**src/rtl/noc_host_bridge.sv**
```systemverilog
// Host bridge on the mesh external NoC port: packs host write commands into
// head/body/tail flits and unpacks inbound flits into tagged payload beats.
module noc_host_bridge #(
  parameter int         FLIT_W  = 64,
  parameter logic [3:0] HOST_ID = 4'hF,
  parameter int         ERR_W   = 8
) (
  input  logic              clk,
  input  logic              rst_n,
  input  logic              cmd_valid,
  output logic              cmd_ready,
  input  logic [3:0]        cmd_dest,
  input  logic [31:0]       cmd_addr,
  input  logic [7:0]        cmd_len,
  input  logic              wd_valid,
  output logic              wd_ready,
  input  logic [31:0]       wd_data,
  output logic [FLIT_W-1:0] noc_tx_flit,
  output logic              noc_tx_valid,
  input  logic              noc_tx_ready,
  input  logic [FLIT_W-1:0] noc_rx_flit,
  input  logic              noc_rx_valid,
  output logic              noc_rx_ready,
  output logic              rsp_valid,
  input  logic              rsp_ready,
  output logic [31:0]       rsp_data,
  output logic [3:0]        rsp_src,
  output logic              rsp_last,
  output logic              rsp_empty,
  output logic              tx_busy,
  output logic [ERR_W-1:0]  err_cnt
);

  typedef enum logic {TX_IDLE, TX_BODY} tx_state_t;
  typedef enum logic {RX_WAIT_HEAD, RX_PAYLOAD} rx_state_t;

  localparam logic [1:0] T_BODY   = 2'b00;
  localparam logic [1:0] T_HEAD   = 2'b01;
  localparam logic [1:0] T_TAIL   = 2'b10;
  localparam logic [1:0] T_SINGLE = 2'b11;

  tx_state_t  tx_state;
  rx_state_t  rx_state;
  logic       active;
  logic [3:0] tx_dest;
  logic [7:0] tx_len;
  logic [7:0] tx_idx;
  logic [3:0] rx_src;
  logic       tx_free;
  logic       rsp_free;
  logic       cmd_fire;
  logic       wd_fire;
  logic       rx_fire;
  logic       rx_err;
  logic       tx_last_word;
  logic [1:0] rx_type;
  logic       rx_unused;

  // Handshakes stay low while in reset and for the first cycle after release.
  always_ff @(posedge clk or negedge rst_n) begin
    if (!rst_n) active <= 1'b0;
    else        active <= 1'b1;
  end

  assign tx_free      = !noc_tx_valid || noc_tx_ready;
  assign cmd_ready    = active && (tx_state == TX_IDLE) && tx_free;
  assign wd_ready     = active && (tx_state == TX_BODY) && tx_free;
  assign cmd_fire     = cmd_valid && cmd_ready;
  assign wd_fire      = wd_valid && wd_ready;
  assign tx_last_word = (tx_idx == tx_len - 8'd1);
  assign tx_busy      = (tx_state != TX_IDLE) || noc_tx_valid;

  always_ff @(posedge clk or negedge rst_n) begin
    if (!rst_n) begin
      tx_state     <= TX_IDLE;
      noc_tx_valid <= 1'b0;
      noc_tx_flit  <= '0;
      tx_dest      <= '0;
      tx_len       <= '0;
      tx_idx       <= '0;
    end else begin
      if (noc_tx_ready) noc_tx_valid <= 1'b0;
      case (tx_state)
        TX_IDLE: if (cmd_fire) begin
          tx_dest      <= cmd_dest;
          tx_len       <= cmd_len;
          tx_idx       <= '0;
          noc_tx_valid <= 1'b1;
          noc_tx_flit  <= {(cmd_len == 8'd0) ? T_SINGLE : T_HEAD, cmd_dest, HOST_ID,
                           cmd_len, 14'd0, cmd_addr};
          if (cmd_len != 8'd0) tx_state <= TX_BODY;
        end
        TX_BODY: if (wd_fire) begin
          noc_tx_valid <= 1'b1;
          noc_tx_flit  <= {tx_last_word ? T_TAIL : T_BODY, tx_dest, HOST_ID,
                           14'd0, tx_idx, wd_data};
          tx_idx       <= tx_idx + 8'd1;
          if (tx_last_word) tx_state <= TX_IDLE;
        end
      endcase
    end
  end

  // Headers are absorbed without a beat, so they may pass while the rsp slot is full.
  assign rx_type      = noc_rx_flit[63:62];
  assign rsp_free     = !rsp_valid || rsp_ready;
  assign noc_rx_ready = active && (rsp_free || (rx_state == RX_WAIT_HEAD && rx_type == T_HEAD));
  assign rx_fire      = noc_rx_valid && noc_rx_ready;
  assign rx_err       = ((rx_state == RX_PAYLOAD) == rx_type[0]);
  assign rx_unused    = ^{noc_rx_flit[61:58], noc_rx_flit[53:32]};

  always_ff @(posedge clk or negedge rst_n) begin
    if (!rst_n) begin
      rx_state  <= RX_WAIT_HEAD;
      rx_src    <= '0;
      rsp_valid <= 1'b0;
      rsp_data  <= '0;
      rsp_src   <= '0;
      rsp_last  <= 1'b0;
      rsp_empty <= 1'b0;
      err_cnt   <= '0;
    end else begin
      if (rsp_ready) rsp_valid <= 1'b0;
      if (rx_fire) begin
        if (rx_err && err_cnt != '1) err_cnt <= err_cnt + {{(ERR_W-1){1'b0}}, 1'b1};
        case (rx_type)
          T_HEAD: begin
            rx_src   <= noc_rx_flit[57:54];
            rx_state <= RX_PAYLOAD;
          end
          T_SINGLE: begin
            rsp_valid <= 1'b1;
            rsp_data  <= '0;
            rsp_src   <= noc_rx_flit[57:54];
            rsp_last  <= 1'b1;
            rsp_empty <= 1'b1;
            rx_state  <= RX_WAIT_HEAD;
          end
          default: if (rx_state == RX_PAYLOAD) begin
            rsp_valid <= 1'b1;
            rsp_data  <= noc_rx_flit[31:0];
            rsp_src   <= rx_src;
            rsp_last  <= (rx_type == T_TAIL);
            rsp_empty <= 1'b0;
            if (rx_type == T_TAIL) rx_state <= RX_WAIT_HEAD;
          end
        endcase
      end
    end
  end

endmodule

```
**config.mk**
```make
export PLATFORM = sky130hd
export DESIGN_NAME = noc_host_bridge
export DESIGN_NICKNAME = d
export VERILOG_FILES = /design/src/rtl/noc_host_bridge.sv
export SDC_FILE = /design/constraint.sdc
export NUM_CORES = 1
export LEC_CHECK = 0
export CORE_ASPECT_RATIO = 1.2
export CORE_MARGIN = 3
export CORE_UTILIZATION = 38
export DETAILED_ROUTE_END_ITERATION = 6
export MAX_ROUTING_LAYER = met4
export PLACE_DENSITY = 0.77
export SYNTH_ARGS = -nofsm -noshare
export SYNTH_HDL_FRONTEND = slang
export SYNTH_SLANG_ARGS = --single-unit
```
**constraint.sdc**
```tcl
create_clock -name clk -period 1.8 [get_ports clk]
set_input_delay 0.18 -clock clk [delete_from_list [all_inputs] [get_ports clk]]
set_output_delay 0.18 -clock clk [all_outputs]
set_load 0.01 [all_outputs]
```
* Word-level counts from Yosys, hierarchy flattened *
Cells that the tools add are included.

storage, ports and cells
  register bits = 139
  bits in latches = 0
  memory bits (writable) = 0
  memory bits (read-only) = 0
  bits of input ports = 147
  logic and storage cells = 85
  memories kept = 0

operators by class
  add/subtract/negate cells = 3
  multiply operators = 0
  div/mod/pow operators = 0
  order comparisons = 0
  eq/ne operators = 8
  shift operators = 0
  muxes and demuxes = 32
  bitwise operators = 3
  reductions and logical operators = 24

operators by type and width
  cell                                                 number
  2-to-1 mux 64 bit                                    2
  case mux 64 bit (2 select lines)                     1
  case mux 32 bit (2 select lines)                     1
  2-to-1 mux 32 bit                                    1
  adder 8 x 1 -> 8 bit, second input constant          2
  2-to-1 mux 8 bit                                     2
  case mux 8 bit (2 select lines)                      1
  2-to-1 mux 1 bit                                     14
  case mux 1 bit (2 select lines)                      6
  logical AND 1 bit                                    10
  equality test 8 bit                                  1
  zero test 8 bit                                      1
  != test 8 bit, second input constant                 1
  case mux 4 bit (2 select lines)                      1
  AND reduction 2 bit                                  4
  nonzero test 8 bit                                   1
  subtractor 8 x 1 -> 8 bit, second input constant     1
  equality test 2 bit, second input constant           2
  logical OR 1 bit                                     4
  2-to-1 mux 2 bit                                     2
  2-to-1 mux 4 bit                                     1
  NOT 1 bit                                            3
  AND reduction 3 bit                                  1
  equality test 2 x 1 -> 1 bit, second input constant  1
  other kinds (5)                                      6

* Logic depth before layout (Yosys ltp) *
Gate-level depths: netlist (run 1).

  word-level depth = 6
  depth in mapped cells = 8

* Worst setup path before layout (run 1) *
No wires, ideal clock.

  path kind = register -> register
  from = register tx_len[0]
  to = register tx_state
  setup time = 0.131 ns
  data arrival time = 1.558 ns
  path slack = 0.112 ns
  cell stages (with the launch flop) = 9
  path buffers = 1
  period minus slack after synthesis = 1.688 ns
  cells stage by stage = dfrtp_1 -> inv_1 -> ha_1 -> buf_2 -> o21bai_1 -> a211oi_1 -> o21ai_0 -> a211oi_2 -> o21ai_0

on the way
  cells in the longest elaborated chain, start to end = 5

ends and longest elaborated chain
  what                             RTL line  text
  start, declared                  46        logic [7:0] tx_len;
  start signal, assigned           86        tx_len <= cmd_len;
  subtractor 8 x 1 -> 8 bit        70        assign tx_last_word = (tx_idx == tx_len - 8'd1);
  equality test 8 bit              70
  2-to-1 mux 1 bit                 98        if (tx_last_word) tx_state <= TX_IDLE;
  2-to-1 mux 1 bit                 93        TX_BODY: if (wd_fire) begin
  case mux 1 bit (2 select lines)  83        case (tx_state)
  end signal, assigned             75        tx_state <= TX_IDLE;
  end signal, assigned             91        if (cmd_len != 8'd0) tx_state <= TX_BODY;
  end signal, assigned             98
  end, declared                    42        tx_state_t tx_state;

No other way between the ends.
A chain may end at the register's enable or synchronous reset.

* Worst setup path after layout (run 1) *
  from = register err_cnt[0]
  to = output port err_cnt[0]

RTL lines
  what                    RTL line  text
  start, declared         31        output logic [ERR_W-1:0] err_cnt
  start signal, assigned  125       if (rx_err && err_cnt != '1) err_cnt <= err_cnt + {{(ERR_W-1){1'b0}}, 1'b1};

No word-level cell between the ends.

==> summary.md, run 1 <==
| Metric | Value |
|---|---|
| Status | finished, final reports clean |
| Cell area after synthesis | just under 0.006 mm² |
| Core area | around 0.015 mm² |
| Wire length per cell | between 15 and 20 µm |
| Initial Util | 0.391 |
| Critical Path RT | approximately 1.6 ns |
| Clock latency on the worst-skew pair | 0.42 ns |
| Final Non-Filler Cells | just over 1k |
| Area of the multi-input gates | between 0.002 and 0.0025 mm² |
| Hold WC Path Type | input port to asynchronous set/reset pin |
| Setup tns final | 0 ns |
| Total wire length | ~16 mm |
| Final Worst Setup Slack | 0.150 ns |
| Post-Route Skew | between 0.01 and 0.015 ns |
| Die area | approximately 0.017 mm² |
| Crit-path cells | buf_4 -> clkdlybuf4s50_1 |
| Worst VDD drop | slightly above 0.0008 V |
| IO buf count | 230 |
| Vias | between 4k and 5k |
| Die X | 120 µm |
| Post-route DRC violation count | 0 |
| FP Rows | 49 |
| Power density cells | between 1000 and 1500 mW/mm² |
| Number of synthesized register bits | 130 |
| RSZ-0062 raised after global routing | no |
| Sequential area share after synthesis | 0.551 |
| Static Leakage | 4.35 nW |
| Vias per Instance | ~4.8 |
| Syn. warnings | 0 |
| Critical path's top delay family | buffers and inverters |
| Critical path class | register to output pin |
| Die Height | roughly 140 µm |
| Share of cells above drive strength 1 | 0.119 |
| Placed Cells | about 1.0k |
| Num CTS Buffers | 17 |
| Filler instances | between 1k and 1.5k |
| Synth Flop Type | dfrtp_1 |
| Initial antenna violation count | 1 |
| H-tree depth | 4 |
| Setup crit start kind | register |
| Syn Area/Cell | ~10 µm² |
| First-pass GRT wire length | between 20 and 30 mm |
| Top Ports | between 200 and 300 |
| Minimum clock period | approximately 1.6 ns |
| DRT iter0 DRCs | between 150 and 200 |
| Largest net degree at the start of global routing | ~70 |
| All-Layer GR Usage | 0.195 |
| CP max stage cell | clkdlybuf4s50_1 |
| Worst path bufs/invs | 2 |
| Max cap viols | 0 |
| Fmax | between 600 and 700 MHz |
| Max incr delay on CP | 0.56 ns |
| Data arrival at the endpoint of the critical path | approximately 1.5 ns |
| Clock transition at the registers of the reported paths | about 0.060 ns |
| CTS tree | done |
| Post-synth EDFFs | 0 |
| Storage element area | 0.00325 mm² |
| CP endpoint kind | output pin |
| # clock sinks | 130 |
| Layout area overhead | 57.8% |
| Synth cell types | between 50 and 60 |
| Drt pass-1 iters | 4 |
| Rel. slew slack | 0.660 |
| Worst-margin pin slew | 0.509 ns |
| Endpoints failing hold | 0 |
| Global route overflow | 0 |
| Crit share post-route | 0.917 |
| Post-route antenna net violation count | 0 |
| CP Max Fanout | 5 |
| # setup viols final | 0 |
| Number of nets in the final layout | slightly below 1k |
| Async SR Flop Fraction | 1.00 |
| Vias in the first global route | between 5k and 6k |
| Worst-case clock buffer depth | 2 |
| Post-DP HPWL | about 12 mm |
| Pre-CTS setup slack | -0.236 ns |
| Fin. max-slew vios | 0 |
| Post-Synthesis Cells | ~580 |
| Clk root buf | clkbuf_16 |
| Gp weighted congestion | 0.789 |
power breakdown:
part	internal (mW)	leakage, nW	switching [mW]
Clock	2.75	0.337	1.26
Combinational	2.07	2.36	1.57
Sequential	3.67	1.66	0.510
worst register-to-register path, stage by stage, from the launching register on:
cell	delay [ns]
dfrtp_1	0.42
nor3b_2	0.22
buf_4	0.13
o211a_4	0.17
o311a_1	0.15
buf_4	0.15
mux2_4	0.30
cell usage in the layout, fill, tap and decap left out, drive strengths merged, types with 10 or more instances in the layout:
cell type | Yosys | final
o21ai | 89 | 89
clkdlybuf4s50 | 0 | 225
buf | 34 | 38
mux2 | 17 | 17
nor2 | 10 | 10
clkbuf | 14 | 23
xnor2 | 14 | 14
nand2 | 142 | 142
mux2i | 41 | 41
dfrtp | 130 | 130
cell type report:
cell class / count / share of cell area
Sequential cell: 130 / 0.349
Multi-Input combinational cell: 398 / 0.260
Antenna cell: 1 / 0.000269
Clock buffer: 23 / 0.0524
Clock inverter: 9 / 0.0214
Timing Repair Buffer: 268 / 0.287
Inverter: 4 / 0.00161
Tap cell: 204 / 0.0274
metal layers:
metal / GRT usage / wire length (µm) / vias to the layer above
li1: - / - / 2430
met1: 0.221 / 6400 / 2289
met2: 0.315 / 7730 / 190
met3: 0.0736 / 1400 / 25
met4: 0.0772 / 329 / 0
met5: - / 0 / -
cell usage after synthesis, types with 2 or more instances:
cell        n  area [µm²]
a22o_1      7        61.3
nand3_1     3        15.0
xor2_1      8        70.1
inv_1       4        15.0
nand2_1   142         533
a21oi_1     5        25.0
nor2_1     10        37.5
buf_6       3        33.8
nor4_1      2        12.5
buf_1       3        11.3
o21ai_1     3        15.0
and3_1      4        25.0
nand4_1     7        43.8
buf_4      13        97.6
ha_1        3        37.5
buf_2      15        75.1
mux2_2     15         169
mux2_4      2        30.0
xnor2_1    14         123
o21ai_0    85         425
nor3_1      6        30.0
o31ai_1     2        15.0
nand2b_1    6        37.5
clkbuf_1   13        48.8
o211ai_1    2        15.0
mux2i_1    41         410
dfrtp_1   130        3250
nand3b_1    2        15.0
conb_1      2        7.51
cell families (layout without fill, tap and decap cells):
group | after synthesis | count (layout) | synth area share
and+or+nand+nor | 191 | 191 | 0.142
DFF | 130 | 130 | 0.551
AOI/OAI and AO/OA | 117 | 117 | 0.115
muxes | 58 | 58 | 0.103
buffers and inverters | 52 | 304 | 0.0485
xor gates and xnor gates | 22 | 22 | 0.0326
adders and majority gates | 3 | 3 | 0.00636
other | 2 | 8 | 0.00127
registers in the layout, indices dropped and copies added, names as in the netlist, 4 cells and up:
register and cells:
rsp_src 4, noc_tx_flit 55, rx_src 4, tx_len 8, tx_idx 8, rsp_data 32, tx_dest 4, err_cnt 8
path summary, 6_finish.rpt:
check	startpoint	to	slack, ns	depth (start not counted)
max	err_cnt[0]$_DFFE_PN0P_	err_cnt[0]	0.15	2
min	rst_n	rsp_data[8]$_DFFE_PN0P_	0.30	2
max reg2reg	rx_state$_DFFE_PN0P_	err_cnt[1]$_DFFE_PN0P_	0.15	6
min reg2reg	noc_tx_flit[10]$_DFFE_PN0P_	noc_tx_flit[10]$_DFFE_PN0P_	0.47	2
max in group asynchronous	rst_n	tx_state$_DFF_PN0_	0.94	3
min in group clk	noc_rx_flit[29]	rsp_data[29]$_DFFE_PN0P_	0.31	3
through the flow:
step,instance area [µm²],power [mW],util,hold WS (ns)
after floorplan,5920,5.75,-,-0.116
after global placement,8570,7.76,0.568,0.173
after detailed placement,8570,7.85,0.568,0.176
after CTS,9300,11.9,0.617,0.290
after global routing,9310,12.5,0.618,0.308
final,9310,11.8,0.618,0.298
repair_timing:
item	in CTS	in global routing
setup buffers	3	0
endpoints found under the hold margin	47	0
pin swaps	1	1
gates resized for setup	7	3
hold buffers	1	0
endpoints found under the setup margin	4	3
Note: power is estimated with default switching activity, not from simulation.
==> run 2: changes to the inputs <==
--- a/config.mk
+++ b/config.mk
@@ -8,6 +8,7 @@
 export CORE_ASPECT_RATIO = 1.2
 export CORE_MARGIN = 3
 export CORE_UTILIZATION = 38
+export CTS_CLUSTER_SIZE = 40
 export DETAILED_ROUTE_END_ITERATION = 6
 export MAX_ROUTING_LAYER = met4
 export PLACE_DENSITY = 0.77
==> results of run 2 <==
The final DEF is identical to that of run 1; final timing and power are the same.
==> run 3: changes to the inputs <==
--- a/config.mk
+++ b/config.mk
@@ -5,6 +5,7 @@
 export SDC_FILE = /design/constraint.sdc
 export NUM_CORES = 1
 export LEC_CHECK = 0
+export ABC_CLOCK_PERIOD_IN_PS = 1800
 export CORE_ASPECT_RATIO = 1.2
 export CORE_MARGIN = 3
 export CORE_UTILIZATION = 38
==> constraint.sdc (replaced) <==
create_clock -name clk -period 1.8 [get_ports clk]
set_input_delay 0.18 -clock clk [delete_from_list [all_inputs] [get_ports clk]]
set_output_delay 0.18 -clock clk [all_outputs]
set_load 0.005 [all_outputs]
==> run 3 against run 2 <==
  * Maximum frequency decreased by 3.8%
  * Wire length decreased by 0.15%
  * Clock skew is 0.0018 ns lower
  * Core utilization is 0.27 points lower
  * Non-clock buffer count up 9
  * Setup slack got worse by 0.065 ns
  * Critical path type is now register to register
  * Final area decreased by 0.43%
  * Sequential cell count unchanged
  * Largest power group unchanged
==> summary.md, run 3 (synthesis results as in run 1) <==
| Metric | Value |
|---|---|
| RSZ-0062 raised after global routing | no |
| Critical path class | register to register |
| Antenna cell count | 0 |
| First-pass GRT wire length | 25.6 mm |
| Critical path's top delay family | compound AO/OA/AOI/OAI gates |
| Gr busiest metal | met2 |
| Initial Util | 0.391 |
| # setup viols final | 0 |
| IO buf count | 230 |
| Top reg by flops | noc_tx_flit |
| H-tree depth | 4 |
| Final Worst Setup Slack | 0.0851 ns |
| Max FFs per register | 55 |
| Setup tns final | 0 ns |
| Fmax | approximately 580 MHz |
| Commonest non-fill, non-tap cell in the layout | clkdlybuf4s50_1 |
| Vias in the first global route | around 5k |
| Placed Cells | about 1.0k |
| Vias per Instance | around 4.8 |
| Worst-case clock buffer depth | 2 |
| Largest net degree at the start of global routing | 70 |
| Worst-margin pin slew | around 0.50 ns |
| Endpoints failing hold | 0 |
| Layout area overhead | 57.1% |
| Hold WC Path Type | input port to asynchronous set/reset pin |
| Clock transition at the registers of the reported paths | approximately 0.06 ns |
| Core area | ~0.015 mm² |
| Setup crit start kind | register |
| Clock latency on the worst-skew pair | ~0.41 ns |
| Post-route DRC violation count | 0 |
| Share of cells above drive strength 1 | 0.131 |
| CTS tree | done |
| Clk root buf | clkbuf_16 |
| CP endpoint kind | register |
| Max cap viols | 0 |
| CP max stage cell | dfrtp_1 |
| Power density cells | around 1200 mW/mm² |
| Post-DP HPWL | 11.9 mm |
| DRT iter0 DRCs | roughly 230 |
| Design area | slightly above 0.009 mm² |
| Worst VDD drop | approximately 0.00072 V |
| Minimum clock period | around 1.7 ns |
| Num CTS Buffers | 17 |
| Rel. slew slack | 0.665 |
| Gp weighted congestion | between 0.7 and 0.8 |
| Pre-CTS setup slack | -0.0584 ns |
| Status | finished, final reports clean |
| CP Max Fanout | 2 |
| Met1 usage | 0.227 |
| Largest registers | noc_tx_flit x55, rsp_data x32 |
| Drt pass-1 iters | 4 |
| DP Area | between 0.008 and 0.009 mm² |
| Number of nets in the final layout | roughly 980 |
| Max incr delay on CP | ~0.38 ns |
| Crit share post-route | 0.953 |
| Critical Path RT | 2.07 ns |
| Fin. max-slew vios | 0 |
| All-Layer GR Usage | 0.194 |
| # clock sinks | between 100 and 150 |
| Post-route antenna net violation count | 0 |
| Final Non-Filler Cells | roughly 1.0k |
| Data arrival at the endpoint of the critical path | 1.99 ns |
| Met3 Track Usage GR | 0.0624 |
| Vias | about 5.0k |
| Pwr Total | roughly 11 mW |
| Die X | 120 µm |
| Commonest cells after routing, fill and taps aside | 225 x clkdlybuf4s50_1, 141 x nand2_1, 128 x dfrtp_1 |
| Post-Route Skew | 0.00876 ns |
| Met2 Use GR | 0.320 |
| FP Rows | 49 |
| Total wire length | 15.8 mm |
| Crit-path cells | inv_1 -> ha_2 -> xnor2_1 -> nor3_2 -> o211ai_1 -> a211oi_2 -> o21ai_0 |
| Top Ports | about 260 |
| Die Height | roughly 140 µm |
| Wire length per cell | 15.2 µm |
| Worst path bufs/invs | 1 |
| Static Leakage | 4.35 nW |
| Die area | 0.0171 mm² |
| Initial antenna violation count | 0 |
| Global route overflow | 0 |
-- run 3: path summary, 6_finish.rpt --
kind / startpoint / slack, ns / endpoint / cells past startpoint
setup / recovery: tx_len[0]$_DFFE_PN0P_ / 0.09 / tx_state$_DFF_PN0_ / 7
hold / removal: rst_n / 0.28 / rsp_data[8]$_DFFE_PN0P_ / 2
setup reg to reg: tx_len[0]$_DFFE_PN0P_ / 0.09 / tx_state$_DFF_PN0_ / 7
hold reg to reg: noc_tx_flit[31]$_DFFE_PN0P_ / 0.48 / noc_tx_flit[31]$_DFFE_PN0P_ / 2
max in group asynchronous: rst_n / 0.93 / rsp_data[13]$_DFFE_PN0P_ / 3
min in group clk: noc_rx_flit[28] / 0.32 / rsp_data[28]$_DFFE_PN0P_ / 3
-- run 3: layer usage --
layer / up-vias / part of all wire
li1: 2446 / -
met1: 2349 / 0.41
met2: 184 / 0.50
met3: 16 / 0.072
met4: 0 / 0.013
met5: - / 0
-- run 3: final cells by class --
class | count | area (µm²)
Timing Repair Buffer | 277 | 2750
Clock inverter | 9 | 104
Clock buffer | 23 | 478
Tap cell | 204 | 255
Inverter | 4 | 15.0
Fill cell | 1267 | 5810
Multi-Input combinational cell | 398 | 2420
Sequential cell | 130 | 3260
-- run 3: per-stage QoR --
| stage | util | hold WS [ns] |
|---|---|---|
| floorplan | - | -0.116 |
| global placement | 0.571 | 0.149 |
| detailed placement | 0.571 | 0.159 |
| CTS | 0.613 | 0.292 |
| global route | 0.615 | 0.310 |
| finish | 0.615 | 0.281 |
-- run 3: report_power, final --
part	internal [mW]	switching (mW)
Combinational	2.10	1.38
Clock	2.14	1.22
Sequential	3.67	0.481
-- run 3: timing repair --
action                                 4_1_cts  5_1_grt
setup endpoints to repair                    6        4
endpoints found under the hold margin       44        0
pin swaps                                    2        1
gates resized for setup                      4        6
hold buffers                                 1        0
buffers inserted                             5        1
